===== src/rtl/if_stage_pkg.sv =====
// Shared types and constants for the IF stage: bus width, reset PC default, fetch FSM states.
package if_stage_pkg;
  localparam int          IF_TO_ID_BUS_WIDTH = 64;
  localparam logic [31:0] IF_RESET_PC        = 32'h0000_0000;

  typedef enum logic [1:0] {
    S_BOOT  = 2'd0,
    S_RUN   = 2'd1,
    S_FAULT = 2'd2
  } if_state_e;
endpackage


===== src/rtl/if_stage_if.sv =====
// IF-side bundle: ID handshake, redirect inputs, IF->ID bus and synchronous IROM address.
interface if_stage_if;
  import if_stage_pkg::*;

  logic                          id_allow_in;
  logic                          br_taken;
  logic [31:0]                   br_target;
  logic                          trap_taken;
  logic [31:0]                   trap_target;
  logic [IF_TO_ID_BUS_WIDTH-1:0] if_to_id_bus;
  logic                          if_to_id_valid;
  logic [31:0]                   irom_addr;
  logic                          fetch_misalign;

  modport master (
    input  id_allow_in, br_taken, br_target, trap_taken, trap_target,
    output if_to_id_bus, if_to_id_valid, irom_addr, fetch_misalign
  );

  modport slave (
    output id_allow_in, br_taken, br_target, trap_taken, trap_target,
    input  if_to_id_bus, if_to_id_valid, irom_addr, fetch_misalign
  );
endinterface


===== src/rtl/if_stage_npc_mux.sv =====
// Next-PC select: trap > branch > sequential > hold. Without IF_MISALIGN_CHECK_EN
// redirect targets are word-aligned on capture.
module if_stage_npc_mux
  import if_stage_pkg::*;
(
  input  logic        i_trap_taken,
  input  logic [31:0] i_trap_target,
  input  logic        i_br_taken,
  input  logic [31:0] i_br_target,
  input  logic        i_br_en,
  input  logic        i_seq,
  input  logic [31:0] i_pc,
  input  logic [31:0] i_pc4,
  output logic [31:0] o_npc,
  output logic        o_redirect
);
`ifdef IF_MISALIGN_CHECK_EN
  localparam logic [31:0] TGT_MASK = 32'hFFFF_FFFF;
`else
  localparam logic [31:0] TGT_MASK = 32'hFFFF_FFFC;
`endif

  always_comb begin
    o_redirect = i_trap_taken || (i_br_taken && i_br_en);
    o_npc      = i_pc;
    if (i_trap_taken)                o_npc = i_trap_target & TGT_MASK;
    else if (i_br_taken && i_br_en)  o_npc = i_br_target & TGT_MASK;
    else if (i_seq)                  o_npc = i_pc4;
  end
endmodule


===== src/rtl/if_stage.sv =====
// RV32I fetch stage: PC/FSM registers, IF->ID handshake and IROM address mux.
// Optional IF_MISALIGN_CHECK_EN adds a fault state for misaligned fetch PCs.
module if_stage
  import if_stage_pkg::*;
#(
  parameter logic [31:0] RESET_PC = IF_RESET_PC
) (
  input  logic       clk,
  input  logic       rst_n,
  if_stage_if.master ifb
);
  if_state_e   r_state, w_state_nxt;
  logic        r_valid, w_valid_nxt;
  logic [31:0] r_pc, r_id_pc;
  logic [31:0] w_npc, w_pc4;
  logic        w_out_valid, w_xfer, w_redirect, w_br_en, w_misalign;

`ifdef IF_MISALIGN_CHECK_EN
  assign w_misalign         = (r_pc[1:0] != 2'b00);
  assign w_br_en            = (r_state != S_FAULT);
  assign ifb.fetch_misalign = (r_state == S_FAULT);
`else
  assign w_misalign         = 1'b0;
  assign w_br_en            = 1'b1;
  assign ifb.fetch_misalign = 1'b0;
`endif

  // A misaligned PC is never offered to ID, even in the cycle before the fault registers.
  assign w_out_valid = r_valid && (r_state == S_RUN) && !w_misalign;
  assign w_xfer      = w_out_valid && ifb.id_allow_in;
  assign w_pc4       = r_pc + 32'd4;

  if_stage_npc_mux u_npc (
    .i_trap_taken  (ifb.trap_taken),
    .i_trap_target (ifb.trap_target),
    .i_br_taken    (ifb.br_taken),
    .i_br_target   (ifb.br_target),
    .i_br_en       (w_br_en),
    .i_seq         (w_xfer),
    .i_pc          (r_pc),
    .i_pc4         (w_pc4),
    .o_npc         (w_npc),
    .o_redirect    (w_redirect)
  );

  always_comb begin
    w_state_nxt = r_state;
    w_valid_nxt = r_valid;
    case (r_state)
      S_BOOT: begin
        w_state_nxt = S_RUN;
        w_valid_nxt = 1'b1;
      end
      S_RUN:   if (!w_redirect && w_misalign) w_state_nxt = S_FAULT;
      S_FAULT: if (ifb.trap_taken) w_state_nxt = S_RUN;
      default: w_state_nxt = S_BOOT;
    endcase
    if (w_redirect) w_valid_nxt = 1'b1;
  end

  always_ff @(posedge clk) begin
    if (!rst_n) begin
      r_state <= S_BOOT;
      r_valid <= 1'b0;
      r_pc    <= RESET_PC;
      r_id_pc <= RESET_PC;
    end else begin
      r_state <= w_state_nxt;
      r_valid <= w_valid_nxt;
      r_pc    <= w_npc;
      // ID cancels its slot on a redirect, so the hand-off copy must not advance.
      if (w_xfer && !w_redirect) r_id_pc <= r_pc;
    end
  end

  assign ifb.if_to_id_valid = w_out_valid;
  assign ifb.if_to_id_bus   = {w_pc4, r_pc};
  // On an ID stall IROM re-reads the held PC so the returned instruction stays stable.
  assign ifb.irom_addr      = w_xfer ? r_pc : r_id_pc;
endmodule

===== src/flat_wrapper.sv =====
// flat-port wrapper written by rule: the top's interface ports become plain ports
module if_stage_flat import if_stage_pkg::*;
#(
  parameter logic [31:0] RESET_PC = IF_RESET_PC
)
  (clk, rst_n, ifb_id_allow_in, ifb_br_taken, ifb_br_target, ifb_trap_taken, ifb_trap_target, ifb_if_to_id_bus, ifb_if_to_id_valid, ifb_irom_addr, ifb_fetch_misalign);
  if_stage_if ifb_i ();
  input  logic clk;
  input  logic rst_n;
  input wire logic [$bits(ifb_i.id_allow_in)-1:0] ifb_id_allow_in;
  input wire logic [$bits(ifb_i.br_taken)-1:0] ifb_br_taken;
  input wire logic [$bits(ifb_i.br_target)-1:0] ifb_br_target;
  input wire logic [$bits(ifb_i.trap_taken)-1:0] ifb_trap_taken;
  input wire logic [$bits(ifb_i.trap_target)-1:0] ifb_trap_target;
  output wire logic [$bits(ifb_i.if_to_id_bus)-1:0] ifb_if_to_id_bus;
  output wire logic [$bits(ifb_i.if_to_id_valid)-1:0] ifb_if_to_id_valid;
  output wire logic [$bits(ifb_i.irom_addr)-1:0] ifb_irom_addr;
  output wire logic [$bits(ifb_i.fetch_misalign)-1:0] ifb_fetch_misalign;
  assign ifb_i.id_allow_in = ifb_id_allow_in;
  assign ifb_i.br_taken = ifb_br_taken;
  assign ifb_i.br_target = ifb_br_target;
  assign ifb_i.trap_taken = ifb_trap_taken;
  assign ifb_i.trap_target = ifb_trap_target;
  assign ifb_if_to_id_bus = ifb_i.if_to_id_bus;
  assign ifb_if_to_id_valid = ifb_i.if_to_id_valid;
  assign ifb_irom_addr = ifb_i.irom_addr;
  assign ifb_fetch_misalign = ifb_i.fetch_misalign;
  if_stage #(.RESET_PC(RESET_PC)) u_core (.clk(clk), .rst_n(rst_n), .ifb(ifb_i));
endmodule

===== config.mk =====
export PLATFORM = sky130hd
export DESIGN_NAME = if_stage_flat
export DESIGN_NICKNAME = d
export VERILOG_FILES = /design/src/rtl/if_stage_pkg.sv /design/src/rtl/if_stage_if.sv /design/src/rtl/if_stage_npc_mux.sv /design/src/rtl/if_stage.sv /design/src/flat_wrapper.sv
export SDC_FILE = /design/constraint.sdc
export NUM_CORES = 1
export LEC_CHECK = 0
export ABC_AREA = 1
export CORE_MARGIN = 10
export CORE_UTILIZATION = 40
export DETAILED_ROUTE_END_ITERATION = 10
export PLACE_DENSITY_LB_ADDON = 0.08
export SYNTH_ARGS = -nofsm -noshare
export SYNTH_HDL_FRONTEND = slang
export SYNTH_HIERARCHICAL = 1
export SYNTH_SLANG_ARGS = --single-unit
export TNS_END_PERCENT = 10

===== constraint.sdc =====
create_clock -name clk -period 1.7 [get_ports clk]
set_input_delay 0.255 -clock clk [delete_from_list [all_inputs] [get_ports clk]]
set_output_delay 0.255 -clock clk [all_outputs]
set_load 0.05 [all_outputs]

==> flow_summary.json, run 1 <==
{
  "vdd_drop_max_mv": 0.4442,
  "synth-xor-area-share_pct": 3.014,
  "period_needed_ps": 2051,
  "yosysWarnings": 6,
  "htreeDepth": 3,
  "pin_count": 167,
  "clock_sinks": 66,
  "gr-total-overflow": 0,
  "vias": 5443,
  "ys_ff_latch": 66,
  "synth_cells": 822,
  "finalSetupTns_ps": -9976,
  "seq_area_frac_synth_pct": 28.67,
  "hold_path_class": "input pin to flop",
  "rows": 39,
  "final_common_cell": "nand2_1",
  "reg2reg_slack_ps": -150,
  "rsz0062_at_grt": "true",
  "reg2reg_from": "u_core/r_pc[2]$_SDFF_PN0_",
  "fillerInstances": 927,
  "core_region_area_um2": 11370,
  "p_leak_nw": 4.085,
  "grt_max_degree": 38,
  "gp_congestion": 0.8451,
  "violations": "negative setup slack",
  "synth_compound_area_share_pct": 10.86,
  "hold-path-cell-count": 3,
  "dpl.hpwl_um": 12060,
  "die_w_um": 127.3,
  "synth_fa_ha_area_share_pct": 0.2715,
  "wire_per_inst_um": 13.94,
  "final_cell_mix": "nand2_1, inv_1, buf_4",
  "syn_nets": 892,
  "fin_util_pct": 72.59,
  "wl_um": 16290,
  "cts_buffer_depth": 2,
  "drt-vias-per-instance": 4.656,
  "cap_violations": 0,
  "io_buffers": 161,
  "fin_nets": 1092,
  "area_growth_pct": 79.09,
  "grt_pass1_wl_um": 25010,
  "cp-end-kind": "output pin",
  "power_mw": 5.403,
  "final_area_um2": 8253,
  "worstSetupPathType": "flop to output pin",
  "hold_viol": 0,
  "setup_viol": 65,
  "antennaDiodeCount": 0,
  "fmax_ghz": 0.4876,
  "finalCritPeriodShare_pct": 120.6,
  "grt_usage_pct": 18.76,
  "drive_above_1_share_pct": 30.02,
  "drt_iter0_drc": 342,
  "status": "finished with violations",
  "postSynthAreaPerCell_um2": 5.606,
  "clkTransAtPathRegs_ps": 50,
  "cts_hold_buf": 0,
  "worstReg2RegEnd": "u_core/r_pc[20]$_SDFF_PN0_",
  "drt_drc_violations_left": 0,
  "fin_ws_ps": -350.8,
  "slew-limit-headroom_pct": 59.16,
  "cts-root-buf": "clkbuf_16",
  "die_area_um2": 16210,
  "reg2reg_depth": 14,
  "initial_utilization_pct": 40.53,
  "drv_slew": 0,
  "holdWs_ps": 444.1,
  "syn_area_um2": 4608,
  "antenna_found_initial": 0,
  "drt_pass1_iterations": 5,
  "crit_arrival_ps": 1800,
  "critPathLaunchType": "flop",
  "die_h_um": 127.3,
  "grt_pass1_vias": 5074,
  "cts_made_buffers": 9,
  "tritoncts": "done",
  "hold_end": "u_core/r_pc[0]$_SDFF_PN0_",
  "synth-simple-area-share_pct": 43.06,
  "clk_latency_ps": 330,
  "tightestPinTransition_ps": 612.6,
  "ant_nets": 0,
  "required_ps": 1440,
  "power_density_nw_per_um2": 654.7,
  "cp_max_fo": 3,
  "synth_top_family_by_area": "simple AND/OR/NAND/NOR gates",
  "ys_types": 26,
  "place_area_um2": 7585,
  "hp-start": "rst_n",
  "muxShareOfSynthArea_pct": 0,
  "skew_ps": 5.923
}
## sequential cells by signal, summed over array words and instances (netlist names)
name / count
u_core/r_state: 1
u_core/r_valid: 1
u_core/r_pc: 32
u_core/r_id_pc: 32
## stage by stage
step	std cells	setup WS (ps)
floorplan	822	-418.5
global placement	1146	-102.4
detailed placement	1146	-131.5
CTS	1165	-334.5
global route	1169	-420.9
finish	1169	-350.8
## final cells by class
class                           count  area (um^2)  area share, %
Multi-Input combinational cell    598         3137          38.01
Timing Repair Buffer              232         2828          34.26
Sequential cell                    66         1369          16.59
Inverter                          115        435.4          5.276
Clock buffer                       13        270.3          3.275
Tap cell                          143        178.9          2.168
Clock inverter                      2        35.03         0.4245
## what timing repair did
item	in CTS	in global routing
resized for setup	33	65
endpoints found under the setup margin	82	85
setup buffers	4	4
pin swaps	14	32
## worst max-delay path, stage by stage, from the launching register on
cell,delay [ps]
dfxtp_4,350
buf_6,100
ha_4,170
nand3_4,130
nor2_4,170
nand2_4,100
inv_2,70
nand3_1,110
nand2_2,130
buf_12,140
## where the power goes
group          switching (mW)  internal (mW)
Sequential             0.0736           1.62
Clock                   0.654           1.24
Combinational            1.02          0.788
## cells by family (layout without fill, tap and decap cells)
kind of cell | after synthesis | count (layout)
AO/OA/AOI/OAI | 100 | 100
XOR/XNOR | 15 | 15
adder cells (fa/ha/maj) | 1 | 1
buffers and inverters | 158 | 362
flip-flops | 66 | 66
other | 2 | 2
AND/OR/NAND/NOR | 480 | 480
## layer usage
metal  global-route usage, %  vias up  part of all wire (%)  wire length [um]
met5                       0        -                     0                 0
met2                   30.40      189                    46              7516
met4                   7.234        0                   2.2               353
li1                        -     2841                     -                 -
met3                   5.170       29                   8.1              1326
met1                   23.11     2384                    44              7097
## worst max-delay path by stage
stage / from / endpoint / slack [ps] / depth (start not counted)
floorplan: u_core/r_pc[2]$_SDFF_PN0_ / u_core/r_pc[13]$_SDFF_PN0_ / -420 / 11
global placement: ifb_id_allow_in / u_core/r_pc[5]$_SDFF_PN0_ / -100 / 12
detailed placement: ifb_id_allow_in / ifb_irom_addr[12] / -130 / 7
CTS: u_core/r_pc[2]$_SDFF_PN0_ / ifb_if_to_id_bus[60] / -330 / 9
global route: u_core/r_pc[2]$_SDFF_PN0_ / ifb_if_to_id_bus[61] / -420 / 9
finish: u_core/r_pc[2]$_SDFF_PN0_ / ifb_if_to_id_bus[60] / -350 / 9
## cells in the mapped netlist
cell type / number / area (um^2)
a21oi_1: 34 / 170.2
inv_1: 112 / 420.4
nand2_8: 1 / 20.02
nor2_8: 3 / 60.06
xnor2_1: 5 / 43.79
buf_2: 22 / 110.1
nor2_2: 6 / 37.54
buf_1: 1 / 3.750
xor2_1: 9 / 78.83
buf_4: 6 / 45.04
nand3_1: 6 / 30.03
nor2_4: 4 / 45.04
inv_2: 3 / 11.26
and2_1: 2 / 12.51
nand4_1: 1 / 6.260
nor2_1: 86 / 322.8
nand2_4: 1 / 11.26
ha_1: 1 / 12.51
o21ai_0: 66 / 330.3
nand2_1: 354 / 1329
nand2_2: 8 / 50.05
conb_1: 2 / 7.510
nand3b_1: 8 / 60.06
clkbuf_1: 14 / 52.55
xor2_2: 1 / 16.27
dfxtp_1: 66 / 1321
(Power assumes the default switching activity.)
==> run 2: changes to the inputs <==
--- a/config.mk
+++ b/config.mk
@@ -9,7 +9,7 @@
 export CORE_MARGIN = 10
 export CORE_UTILIZATION = 40
 export DETAILED_ROUTE_END_ITERATION = 10
-export PLACE_DENSITY_LB_ADDON = 0.08
+export PLACE_DENSITY = 0.79
 export SYNTH_ARGS = -nofsm -noshare
 export SYNTH_HDL_FRONTEND = slang
 export SYNTH_HIERARCHICAL = 1
==> run 2 against run 1 <==
  * The flow still finishes with violations (negative setup slack)
  * Hold slack got worse by 48 ps
  * Routed wire length increased by 13%
  * Critical path depth unchanged
  * Via count increased by 6.0%
  * Power increased by 0.70%
  * First-iteration DRC count increased by 86%
  * Worst setup slack got worse by 28 ps
  * Final cell count decreased by 0.43%
==> flow_summary.json, run 2 (synthesis gave the netlist of run 1 again) <==
{
  "slew-limit-headroom_pct": 57.24,
  "cts_buffer_depth": 2,
  "gp_congestion": 0.9050,
  "final_common_cell": "nand2_1",
  "die_area_um2": 16210,
  "violations": "negative setup slack",
  "met1_usage_pct": 24.72,
  "vias": 5767,
  "clk_latency_ps": 330,
  "clkTransAtPathRegs_ps": 60,
  "rsz0062_at_grt": "true",
  "vdd_drop_max_mv": 0.5221,
  "reg2reg_depth": 15,
  "final_cell_mix": "nand2_1, inv_1, buf_4",
  "hold_end": "u_core/r_state[0]$_SDFFE_PN0N_",
  "setup_viol": 70,
  "die_h_um": 127.3,
  "rows": 39,
  "p_leak_nw": 4.058,
  "power_density_nw_per_um2": 659.9,
  "tightestPinTransition_ps": 641.4,
  "hp-start": "rst_n",
  "cp_max_fo": 5,
  "crit_arrival_ps": 1820,
  "drt_pass1_iterations": 5,
  "period_needed_ps": 2079,
  "grt_max_degree": 40,
  "drive_above_1_share_pct": 31.15,
  "finalCritPeriodShare_pct": 122.3,
  "hold_path_class": "input pin to flop",
  "cts-root-buf": "clkbuf_16",
  "hold_viol": 0,
  "biggestRegsByFlops": "u_core/r_id_pc: 32 flops, u_core/r_pc: 32 flops",
  "grt_util_met3_pct": 4.467,
  "cap_violations": 0,
  "htreeDepth": 3,
  "hold-path-cell-count": 1,
  "use_met2_pct": 33.73,
  "critPathLaunchType": "flop",
  "power_mw": 5.441,
  "dpl.hpwl_um": 12590,
  "skew_ps": 7.045,
  "io_buffers": 161,
  "finalSetupTns_ps": -10130,
  "clock_sinks": 66,
  "drt_drc_violations_left": 0,
  "pre_cts_slack_ps": -222.8,
  "wl_um": 18330,
  "area_growth_pct": 78.93,
  "fin_util_pct": 72.52,
  "die_w_um": 127.3,
  "worstSetupPathType": "flop to output pin",
  "fin_nets": 1086,
  "cts_made_buffers": 9,
  "ant_nets": 0,
  "drt-vias-per-instance": 4.954,
  "drv_slew": 0,
  "reg2reg_slack_ps": -170,
  "pin_count": 167,
  "reg2reg_from": "u_core/r_pc[3]$_SDFF_PN0_",
  "core_region_area_um2": 11370,
  "busiest_layer": "met2",
  "initial_utilization_pct": 40.53,
  "worstReg2RegEnd": "u_core/r_pc[31]$_SDFF_PN0_",
  "grt_pass1_wl_um": 27100,
  "cp-end-kind": "output pin",
  "wire_per_inst_um": 15.75,
  "cts_hold_buf": 0,
  "tritoncts": "done",
  "antenna_found_initial": 0,
  "antennaDiodeCount": 0,
  "grt_usage_pct": 20.22,
  "status": "finished with violations",
  "required_ps": 1440,
  "grt_pass1_vias": 5328,
  "fillerInstances": 796,
  "gr-total-overflow": 0,
  "drt_iter0_drc": 637,
  "fmax_ghz": 0.4810,
  "fin_ws_ps": -378.9
}
[run 2: layer usage]
metal  vias up  part of all wire (%)  routed length (um)
li1       2823                     -                   -
met1      2576                    39                7085
met2       302                    49                8939
met3        66                   8.6                1577
met4         0                   4.0                 731
met5         -                     0                   0
[run 2: metrics by stage]
| step | cell area [um^2] | hold WS, ps | instances |
|---|---|---|---|
| 2_1_floorplan | 4862 | 345.4 | 822 |
| 4_1_cts | 8010 | 391.8 | 1161 |
| 5_1_grt | 8245 | 421.1 | 1164 |
| 3_5_place_dp | 7570 | 445.3 | 1144 |
| 3_3_place_gp | 7570 | 436.9 | 1144 |
| 6_report | 8245 | 395.9 | 1164 |
[run 2: power breakdown]
group	switching [mW]	internal (mW)	leakage, nW
Combinational	1.05	0.782	3.36
Sequential	0.0785	1.62	0.550
Clock	0.726	1.18	0.149
[run 2: timing repair]
item,in CTS,in global routing
gates cloned,0,0
gates resized for setup,30,80
pin swaps,14,45
buffers inserted,1,3
endpoints found under the setup margin,74,85
[run 2: worst max path at each step]
stage                     slack [ps]                       from                         endpoint  depth (start not counted)
after floorplan                 -420  u_core/r_pc[2]$_SDFF_PN0_       u_core/r_pc[13]$_SDFF_PN0_                         11
after global placement          -180            ifb_id_allow_in                 ifb_irom_addr[1]                          7
after detailed placement        -220            ifb_id_allow_in  u_core/r_id_pc[20]$_SDFFE_PN0P_                          8
after CTS                       -330  u_core/r_pc[3]$_SDFF_PN0_             ifb_if_to_id_bus[47]                          7
after global routing            -420  u_core/r_pc[3]$_SDFF_PN0_             ifb_if_to_id_bus[55]                          8
final                           -380  u_core/r_pc[2]$_SDFF_PN0_             ifb_if_to_id_bus[54]                          9
[run 2: critical path, stage by stage, from the launching register on]
cell     delay, ps
dfxtp_4        370
ha_4           180
nand2_4         60
nor2_4         120
nand2_2        110
nor2_4         210
nand2_1        110
nand2_1         90
nand2_2         90
buf_12         160
[run 2: cell type report]
| cell class | count | area, um^2 | area share [%] |
|---|---|---|---|
| clock buffers | 10 | 239.0 | 2.898 |
| clock inverters | 6 | 65.06 | 0.7891 |
| inverters | 115 | 435.4 | 5.281 |
| multi-input cells | 598 | 3178 | 38.54 |
| flip-flops and latches | 66 | 1366 | 16.57 |
| well taps | 143 | 178.9 | 2.170 |
| repair buffers | 226 | 2783 | 33.75 |
